## src/rtl/pla_personality_loader.sv

```systemverilog
// Serial loader for the PLA AND-plane personality memory.
// Takes one 2-bit cell symbol per accepted beat and assembles a row of COLS cells.
// Each complete row is written as a (care, value) pair in a one-cycle commit.
// cfg_valid is raised once every row has been written without an illegal symbol.
module pla_personality_loader #(
    parameter int ROWS = 4,
    parameter int COLS = 3
) (
    input  logic                          clk,
    input  logic                          rst_n,
    input  logic                          start,
    input  logic                          in_valid,
    output logic                          in_ready,
    input  logic [1:0]                    in_sym,
    output logic                          wr_en,
    output logic [$clog2(ROWS+1)-1:0]     wr_addr,
    output logic [COLS-1:0]               wr_care,
    output logic [COLS-1:0]               wr_val,
    output logic                          cfg_valid,
    output logic                          err
);

    localparam int AW = $clog2(ROWS + 1);
    localparam int CW = (COLS > 1) ? $clog2(COLS) : 1;
    // Column 1 is the MSB of the row word; later columns shift right from here.
    localparam logic [COLS-1:0] COL1_BIT = COLS'(1) << (COLS - 1);

    typedef enum logic [2:0] {
        S_IDLE   = 3'd0,
        S_LOAD   = 3'd1,
        S_COMMIT = 3'd2,
        S_DONE   = 3'd3,
        S_ERR    = 3'd4
    } state_t;

    state_t          state_q, state_d;
    logic [AW-1:0]   row_q, row_d;
    logic [CW-1:0]   col_q, col_d;
    logic [COLS-1:0] care_buf_q, care_buf_d;
    logic [COLS-1:0] val_buf_q, val_buf_d;
    logic            wr_en_q, wr_en_d;
    logic [AW-1:0]   wr_addr_q, wr_addr_d;
    logic [COLS-1:0] wr_care_q, wr_care_d;
    logic [COLS-1:0] wr_val_q, wr_val_d;

    logic            accept;
    logic            sym_illegal;
    logic            sym_care;
    logic            sym_val;
    logic [COLS-1:0] cell_sel;
    logic [COLS-1:0] care_merged;
    logic [COLS-1:0] val_merged;

    // Symbol decode: '?' clears care, '1' is the only symbol with value 1.
    assign sym_illegal = (in_sym == 2'b11);
    assign sym_care    = (in_sym == 2'b00) || (in_sym == 2'b01);
    assign sym_val     = (in_sym == 2'b01);
    assign cell_sel    = COL1_BIT >> col_q;
    assign care_merged = care_buf_q | (sym_care ? cell_sel : '0);
    assign val_merged  = val_buf_q  | (sym_val  ? cell_sel : '0);

    assign in_ready  = (state_q == S_LOAD);
    assign cfg_valid = (state_q == S_DONE);
    assign err       = (state_q == S_ERR);
    // A start in the same cycle as a beat takes priority, so the beat stays pending.
    assign accept    = in_valid && in_ready && !start;

    assign wr_en   = wr_en_q;
    assign wr_addr = wr_addr_q;
    assign wr_care = wr_care_q;
    assign wr_val  = wr_val_q;

    // Next-state: start restarts from any state; otherwise walk rows and columns.
    always_comb begin
        state_d    = state_q;
        row_d      = row_q;
        col_d      = col_q;
        care_buf_d = care_buf_q;
        val_buf_d  = val_buf_q;
        wr_en_d    = 1'b0;
        wr_addr_d  = wr_addr_q;
        wr_care_d  = wr_care_q;
        wr_val_d   = wr_val_q;

        if (start) begin
            state_d    = S_LOAD;
            row_d      = '0;
            col_d      = '0;
            care_buf_d = '0;
            val_buf_d  = '0;
        end else begin
            case (state_q)
                S_LOAD: begin
                    if (accept) begin
                        if (sym_illegal) begin
                            state_d = S_ERR;
                        end else if (col_q == CW'(COLS - 1)) begin
                            // Row complete: the write strobe and data are registered
                            // so they appear together during the COMMIT cycle.
                            care_buf_d = care_merged;
                            val_buf_d  = val_merged;
                            wr_en_d    = 1'b1;
                            wr_addr_d  = row_q + AW'(1);
                            wr_care_d  = care_merged;
                            wr_val_d   = val_merged;
                            state_d    = S_COMMIT;
                        end else begin
                            care_buf_d = care_merged;
                            val_buf_d  = val_merged;
                            col_d      = col_q + CW'(1);
                        end
                    end
                end
                S_COMMIT: begin
                    if (row_q == AW'(ROWS - 1)) begin
                        state_d = S_DONE;
                    end else begin
                        row_d      = row_q + AW'(1);
                        col_d      = '0;
                        care_buf_d = '0;
                        val_buf_d  = '0;
                        state_d    = S_LOAD;
                    end
                end
                default: begin
                    state_d = state_q;
                end
            endcase
        end
    end

    // State, counters, row buffer and write port registers.
    always_ff @(posedge clk or negedge rst_n) begin
        if (!rst_n) begin
            state_q    <= S_IDLE;
            row_q      <= '0;
            col_q      <= '0;
            care_buf_q <= '0;
            val_buf_q  <= '0;
            wr_en_q    <= 1'b0;
            wr_addr_q  <= '0;
            wr_care_q  <= '0;
            wr_val_q   <= '0;
        end else begin
            state_q    <= state_d;
            row_q      <= row_d;
            col_q      <= col_d;
            care_buf_q <= care_buf_d;
            val_buf_q  <= val_buf_d;
            wr_en_q    <= wr_en_d;
            wr_addr_q  <= wr_addr_d;
            wr_care_q  <= wr_care_d;
            wr_val_q   <= wr_val_d;
        end
    end

endmodule

```

## config.mk

```make
export PLATFORM = sky130hd
export DESIGN_NAME = pla_personality_loader
export DESIGN_NICKNAME = d
export VERILOG_FILES = /design/src/rtl/pla_personality_loader.sv
export SDC_FILE = /design/constraint.sdc
export NUM_CORES = 1
export LEC_CHECK = 0
export ABC_CLOCK_PERIOD_IN_PS = 2300
export BUFFER_PORTS_ARGS = -buffer_cell sky130_fd_sc_hd__clkbuf_2
export CAP_MARGIN = 20
export CORE_AREA = 2 2 66 68
export CTS_CLUSTER_SIZE = 16
export DETAILED_ROUTE_END_ITERATION = 8
export DIE_AREA = 0 0 68 70
export HOLD_SLACK_MARGIN = 0.08
export SLEW_MARGIN = 20
export SYNTH_ARGS = -nofsm -noshare
export SYNTH_HDL_FRONTEND = slang
export SYNTH_SLANG_ARGS = --single-unit
```

## constraint.sdc

```tcl
create_clock -name clk -period 2.3 [get_ports clk]
set_clock_uncertainty 0.15 [all_clocks]
set_input_delay 0.46 -clock clk [delete_from_list [all_inputs] [get_ports clk]]
set_output_delay 0.46 -clock clk [all_outputs]
set_load 0.01 [all_outputs]
```

==> results of run 1 <==
==> critical path, delay by kind of cell (launching register included) <==
kind,cells,cell delay (ns)
and+or+nand+nor,2,0.60
adders and majority gates,2,0.43
DFF,1,0.42
muxes,1,0.30
AOI/OAI and AO/OA,1,0.07
==> worst min-delay path by stage <==
stage / startpoint / endpoint / slack [ns]
6_report: wr_val[2]$_DFFE_PN0P_ / wr_val[2]$_DFFE_PN0P_ / 0.34
4_1_cts: wr_val[2]$_DFFE_PN0P_ / wr_val[2]$_DFFE_PN0P_ / 0.34
3_3_place_gp: wr_care[2]$_DFFE_PN0P_ / wr_care[2]$_DFFE_PN0P_ / 0.31
2_1_floorplan: rst_n / care_buf_q[0]$_DFFE_PN0P_ / 0.01
3_5_place_dp: wr_val[2]$_DFFE_PN0P_ / wr_val[2]$_DFFE_PN0P_ / 0.32
5_1_grt: start / row_q[0]$_DFFE_PN0P_ / 0.36
==> routing by layer <==
layer  wire [µm]  GRT usage
met1        1050      0.137
met2        1160      0.163
met3          46    0.00483
met4          35     0.0578
met5           0          0
==> power by group through the flow <==
| stage | clock [mW] | sequential [mW] | combinational (mW) |
|---|---|---|---|
| finish | 0.373 | 0.564 | 0.352 |
| global placement | 0 | 0.569 | 0.345 |
| CTS | 0.379 | 0.565 | 0.356 |
| detailed placement | 0 | 0.574 | 0.353 |
| floorplan | 0 | 0.585 | 0.213 |
| global route | 0.396 | 0.580 | 0.396 |
==> cell usage in the layout, fill, tap and decap left out, types with 3 or more instances in the layout <==
cell                       count
sky130_fd_sc_hd__o21ai_0       6
sky130_fd_sc_hd__ha_1          5
sky130_fd_sc_hd__mux2_2        6
sky130_fd_sc_hd__a21oi_1      12
sky130_fd_sc_hd__clkbuf_8      3
sky130_fd_sc_hd__nand2_1      12
sky130_fd_sc_hd__clkbuf_2     18
sky130_fd_sc_hd__nor2_1       11
sky130_fd_sc_hd__inv_1         7
sky130_fd_sc_hd__dfrtp_1      24
==> synthesized netlist by cell type <==
master	number	share of area
sky130_fd_sc_hd__nor3_1	1	0.0043
sky130_fd_sc_hd__or3_1	1	0.0054
sky130_fd_sc_hd__mux2_2	6	0.058
sky130_fd_sc_hd__inv_1	7	0.023
sky130_fd_sc_hd__a41oi_2	1	0.014
sky130_fd_sc_hd__nand4_4	1	0.018
sky130_fd_sc_hd__buf_2	2	0.0086
sky130_fd_sc_hd__and3_1	2	0.011
sky130_fd_sc_hd__a221o_1	1	0.0086
sky130_fd_sc_hd__clkbuf_1	1	0.0032
sky130_fd_sc_hd__mux2i_1	2	0.017
sky130_fd_sc_hd__o21ai_1	2	0.0086
sky130_fd_sc_hd__nand2_1	12	0.039
sky130_fd_sc_hd__a31oi_2	1	0.011
sky130_fd_sc_hd__nor2b_1	2	0.011
sky130_fd_sc_hd__nand3_1	1	0.0043
sky130_fd_sc_hd__ha_1	5	0.054
sky130_fd_sc_hd__nor3b_4	1	0.016
sky130_fd_sc_hd__nor2_1	11	0.035
sky130_fd_sc_hd__or4b_2	1	0.0086
sky130_fd_sc_hd__nor4b_4	1	0.020
sky130_fd_sc_hd__dfrtp_1	24	0.52
sky130_fd_sc_hd__o21ai_0	6	0.026
sky130_fd_sc_hd__xnor2_1	1	0.0075
sky130_fd_sc_hd__o31ai_1	1	0.0065
sky130_fd_sc_hd__or2_4	1	0.0075
sky130_fd_sc_hd__a21o_1	1	0.0065
sky130_fd_sc_hd__a21oi_1	12	0.052
==> state kept, by name, indices dropped and copies added (netlist names) <==
signal	flops
wr_en	1
wr_care	3
care_buf_q	3
val_buf_q	3
col_q	2
wr_val	3
row_q	3
wr_addr	3
state_q	3
==> stage by stage <==
step	util	area [µm²]	hold slack, ns
after global placement	0.315	1310	0.310
after CTS	0.335	1390	0.340
final	0.335	1390	0.337
after floorplan	-	1160	0.0144
after detailed placement	0.315	1310	0.320
after global routing	0.335	1390	0.363
==> cell families (layout without fill, tap and decap cells) <==
family,Yosys count,after routing,synth area share
buf+inv,10,30,0.0344
xor+xnor,1,1,0.00753
flops,24,24,0.516
fa+ha+maj,5,5,0.0538
mux,8,8,0.0753
compound gates,25,25,0.132
simple gates,35,35,0.181
==> final cells by class <==
cell class / count / share of cell area
clock buffers: 3 / 0.0298
multi-input cells: 74 / 0.377
repair buffers: 19 / 0.0722
clock inverters: 1 / 0.0217
inverters: 7 / 0.0190
flip-flops and latches: 24 / 0.433
well taps: 52 / 0.0469
==> qor.txt, run 1 <==
Outcome: finished clean
Fill count: 419
Setup repair after global routing missed its margin: false
Gate count of the mapped netlist: 108
Count of H-tree levels built during CTS: 1
Clock buffers created by TritonCTS: 3
Final cell count without fillers: 180
GRT overflow: 0
Net switching power: 0.401 mW
Crit Reg-Reg Startpoint: row_q[0]$_DFFE_PN0P_
Internal Power: 0.888 mW
Required time reported for the critical path endpoint: 2.31 ns
Actual transition at the worst max-transition pin: 0.604 ns
Number of global-route vias before repair: 850
Synth warnings: 0
Core box area: 4140 µm²
Kind of path behind the tightest hold check: reg -> reg
Critical path cell sequence: ha_1, ha_1, nor4b_4, or2_4, a31oi_2, mux2_2
Global router's overall resource usage: 0.103
Mapped Nets: 119
Switching power share of the total: 0.311
Launching element type of the critical path: flip-flop
Number of register bits inferred by synthesis: 24
Via count: 855
Post-CTS setup buffer count: 0
DR WL/cell: 12.7 µm
Post-placement setup slack: 0.244 ns
Initial core utilization: 0.281
Total die area: 4760 µm²
Mean number of vias per cell: 4.75
Number of buffers on the longest clock path: 2
Leak Pwr: 0.661 nW
Die span in x: 68 µm
Wire length reported by the detailed router: 2.29 mm
Achievable Freq: 0.486 GHz
Wire length of the first global-routing pass: 3.84 mm
Sequential power share: 0.438
Number of cell rows: 24
Gates resized, CTS repair: 0
Power consumption: 1.29 mW
Gate power share: 0.273
Highest net fanout along the worst path: 5
Setup slack of the most critical reg-to-reg path: 0.24 ns
Number of detailed-routing iterations run before antenna repair: 4
Rel. slew slack: 0.597
Largest stage delay, worst path: 0.42 ns
Number of design rule violations left after detail routing: 0
Category of the most critical setup path: reg -> reg
Cell count after placement: 175
Setup violations, final: 0
Sequential cell area fraction in the yosys report: 0.516
Clock tree from TritonCTS: done
IR drop worst, VDD: 0.000231 V
Initial antenna violation count: 0
Sum Neg Setup Slack: 0 ns
Quantity of I/O buffers inserted on ports: 18
Sinks on Clock Net: 24
Highest-delay cell along the critical path: sky130_fd_sc_hd__dfrtp_1
CP endpoint kind: flip-flop
Final antenna-violating net count: 0
Final period util: 0.895
Area of combinational cells with multiple inputs: 523 µm²
Height of the die: 70 µm
Clock network power share: 0.289
Final-stage net count: 140
Count of different cell masters after synthesis: 28
Number of max-cap violations: 0
Hold-critical path depth: 2
I/O pin count: 19
Worst Reg-to-Reg Cells: 6
Min Tclk post-route: 2.06 ns
Half-perimeter wire length of the detailed placement result: 1.72 mm
Clock root cell: sky130_fd_sc_hd__clkbuf_8
Area growth, synth to finish: 19.1%
Final Max Tran Viols: 0
Iteration-0 DRC Markers: 60
Avg Synthesized Cell Area: 10.8 µm²
Maximum number of pins on one net before global-route repair: 25
Arr. time, crit path: 2.07 ns
Critical register-to-register path endpoint: val_buf_q[0]$_DFFE_PN0P_
Final Worst Setup Slack: 0.241 ns
Setup crit start: row_q[0]$_DFFE_PN0P_
Share of post-route cells with drive strength above 1: 0.273
Combined flip-flop and latch cell area: 601 µm²
Endpoints failing hold: 0
Count of hold-fix buffers inserted at cts: 1
Final weighted congestion in routability-driven placement: 0.786
Ratio of total power to cell area: 930 nW/µm²
Cell Area, Synth: 1160 µm²
CTS clock-pin slew for the worst setup and hold paths: 0.09 ns
CP most frequent cell: sky130_fd_sc_hd__ha_1
CP Capture Point: val_buf_q[0]$_DFFE_PN0P_
Skew-Pair Late Insertion Delay: 0.27 ns
Antenna cells: 0
Note: power is estimated with default switching activity, not from simulation.
==> run 2, diff against run 1 <==
Settings changed: ABC_CLOCK_PERIOD_IN_PS 2300 to 1950.
Clock period 2.3 ns to 1.95 ns, I/O delays scaled along.
==> qor.txt, run 2 (synthesis results as in run 1) <==
Area of all placed cells without fillers: 1470 µm² (+6.3%)
Count of H-tree levels built during CTS: 1 (unchanged)
Number of max-cap violations: 0 (unchanged)
Final period util: 0.966 (+0.0707)
Cell area after placement: 1370 µm² (+4.6%)
DR WL/cell: 12.6 µm (-1.2%)
Length of routed met3 wiring: 49 µm (+6.5%)
Clock tree from TritonCTS: done
Endpoints failing hold: 0 (unchanged)
Iteration-0 DRC Markers: 50 (-17%)
Number of cell rows: 24 (unchanged)
Hold-critical path depth: 3 (+1)
Setup slack of the most critical reg-to-reg path: 0.07 ns (-0.17 ns)
Highest net fanout along the worst path: 5 (unchanged)
Top Layer Used: met4
Core box area: 4140 µm² (unchanged)
Quantity of I/O buffers inserted on ports: 18 (unchanged)
Number of detailed-routing iterations run before antenna repair: 4 (unchanged)
Wire length of the first global-routing pass: 4.02 mm (+4.8%)
Leak Pwr: 0.696 nW (+5.3%)
Gate power share: 0.290 (+0.017)
Via count: 881 (+3.0%)
Met1 routed wirelength after detailed routing: 1.02 mm (-2.7%)
Startpoint of the lowest-slack hold path: start
Post-CTS setup buffer count: 0 (unchanged)
Setup violations, final: 0 (unchanged)
Initial core utilization: 0.281 (unchanged)
Internal Power: 1.08 mW (+21%)
Sum Neg Setup Slack: 0 ns (unchanged)
Arr. time, crit path: 1.89 ns (-0.18 ns)
Min Tclk post-route: 1.88 ns (-0.175 ns)
CTS clock-pin slew for the worst setup and hold paths: 0.09 ns (about the same)
Setup repair after global routing missed its margin: false
Clock root cell: sky130_fd_sc_hd__clkbuf_8
Die span in x: 68 µm (unchanged)
Mean number of vias per cell: 4.69 (-1.3%)
Number of buffers on the longest clock path: 2 (unchanged)
Final Max Tran Viols: 0 (unchanged)
Achievable Freq: 0.531 GHz (+9.3%)
Fill count: 432 (+3.1%)
Maximum number of pins on one net before global-route repair: 25 (unchanged)
Global router's overall resource usage: 0.106 (+0.00356)
Outcome: finished clean
Half-perimeter wire length of the detailed placement result: 1.80 mm (+4.5%)
CP endpoint kind: flip-flop
Area growth, synth to finish: 26.7%
Skew-Pair Late Insertion Delay: 0.27 ns (about the same)
End point of the most critical hold path: row_q[2]$_DFFE_PN0P_
Final-stage net count: 148 (+5.7%)
I/O pin count: 19 (unchanged)
Actual transition at the worst max-transition pin: 0.612 ns (+0.00832 ns)
Initial antenna violation count: 0 (unchanged)
Total die area: 4760 µm² (unchanged)
Worst Reg-to-Reg Cells: 6 (unchanged)
Rel. slew slack: 0.592 (-0.00554)
Most common cell after layout, fill and taps aside: sky130_fd_sc_hd__dfrtp_1
Wire length reported by the detailed router: 2.36 mm (+3.2%)
Ratio of total power to cell area: 1050 nW/µm² (+13%)
Category of the most critical setup path: reg -> reg
Crit Reg-Reg Startpoint: row_q[0]$_DFFE_PN0P_
Share of post-route cells with drive strength above 1: 0.353 (+0.0795)
Switching power share of the total: 0.307 (-0.00343)
Kind of path behind the tightest hold check: in -> reg
Final antenna-violating net count: 0 (unchanged)
Detailed route wirelength on metal2: 1.22 mm (+4.9%)
Launching element type of the critical path: flip-flop
Sinks on Clock Net: 24 (unchanged)
GRT overflow: 0 (unchanged)
Height of the die: 70 µm (unchanged)
Antenna cells: 0 (unchanged)
Clock network power share: 0.281 (-0.008)
Critical register-to-register path endpoint: col_q[0]$_DFFE_PN0P_
Required time reported for the critical path endpoint: 1.96 ns (-0.35 ns)
IR drop worst, VDD: 0.000310 V (+34%)
Sequential power share: 0.430 (-0.008)
Leading cell types in the layout, fill and taps excluded: sky130_fd_sc_hd__dfrtp_1 (21), sky130_fd_sc_hd__clkbuf_2 (18), sky130_fd_sc_hd__nand2_1 (12), sky130_fd_sc_hd__a21oi_1 (12), sky130_fd_sc_hd__nor2_1 (11)
Final weighted congestion in routability-driven placement: 0.789 (+0.42%)
Number of global-route vias before repair: 906 (+6.6%)
Net switching power: 0.478 mW (+19%)
Number of design rule violations left after detail routing: 0 (unchanged)
Clock buffers created by TritonCTS: 3 (unchanged)
## run 2: cell types whose count changed in the layout (fill, tap and decap cells not counted), sizes merged
| cell | previous run | this run |
|---|---|---|
| buf | 0 | 8 |
## run 2: per-stage QoR
stage	hold slack (ns)	std cells	total power, mW	util	setup slack (ns)
2_1_floorplan	-0.0556	108	0.941	-	0.0277
3_3_place_gp	0.261	183	1.11	0.329	0.0976
3_5_place_dp	0.281	183	1.12	0.329	0.0268
4_1_cts	0.316	188	1.57	0.349	0.00970
5_1_grt	0.332	188	1.66	0.356	0.00936
6_report	0.321	188	1.55	0.356	0.0665
## run 2: area by class of cell
class / count / area (µm²) / area share
Tap cell: 52 / 65.1 / 0.0441
Timing Repair Buffer: 27 / 160 / 0.109
Inverter: 7 / 26.3 / 0.0178
Sequential cell: 24 / 604 / 0.410
Multi-Input combinational cell: 74 / 547 / 0.371
Clock inverter: 1 / 30.0 / 0.0204
Clock buffer: 3 / 41.3 / 0.0280
## run 2: worst max path at each step
stage | to | depth (start not counted) | slack [ns] | from
after floorplan | val_buf_q[0]$_DFFE_PN0P_ | 6 | 0.03 | row_q[0]$_DFFE_PN0P_
after global placement | val_buf_q[1]$_DFFE_PN0P_ | 6 | 0.1 | row_q[0]$_DFFE_PN0P_
after detailed placement | val_buf_q[2]$_DFFE_PN0P_ | 6 | 0.03 | row_q[1]$_DFFE_PN0P_
after CTS | val_buf_q[2]$_DFFE_PN0P_ | 6 | 0.01 | row_q[1]$_DFFE_PN0P_
after global routing | in_ready | 3 | 0.009 | state_q[2]$_DFFE_PN0P_
final | col_q[0]$_DFFE_PN0P_ | 6 | 0.07 | row_q[0]$_DFFE_PN0P_
## run 2: power groups by stage
stage               combinational, mW  clock (mW)  sequential [mW]
global route                    0.504       0.466            0.686
finish                          0.450       0.436            0.668
detailed placement              0.446           0            0.678
floorplan                       0.251           0            0.690
CTS                             0.449       0.450            0.668
global placement                0.438           0            0.670
## run 2: worst max-delay path: stages, from the launching register on
cell,delay [ns]
sky130_fd_sc_hd__dfrtp_1,0.36
sky130_fd_sc_hd__ha_1,0.19
sky130_fd_sc_hd__ha_4,0.16
sky130_fd_sc_hd__nor4b_4,0.05
sky130_fd_sc_hd__or2_4,0.29
sky130_fd_sc_hd__a41oi_2,0.21
sky130_fd_sc_hd__mux2_2,0.35
## run 2: routing by layer
| layer | track usage | up-vias |
|---|---|---|
| met4 | 0.0578 | 0 |
| li1 | - | 426 |
| met5 | 0 | - |
| met2 | 0.174 | 17 |
| met1 | 0.136 | 429 |
| met3 | 0.00805 | 9 |
## run 2: timing repair
action,in CTS,in global routing
hold buffers,1,0
gates resized for setup,0,7
hold endpoints to repair,24,0
setup endpoints to repair,0,7
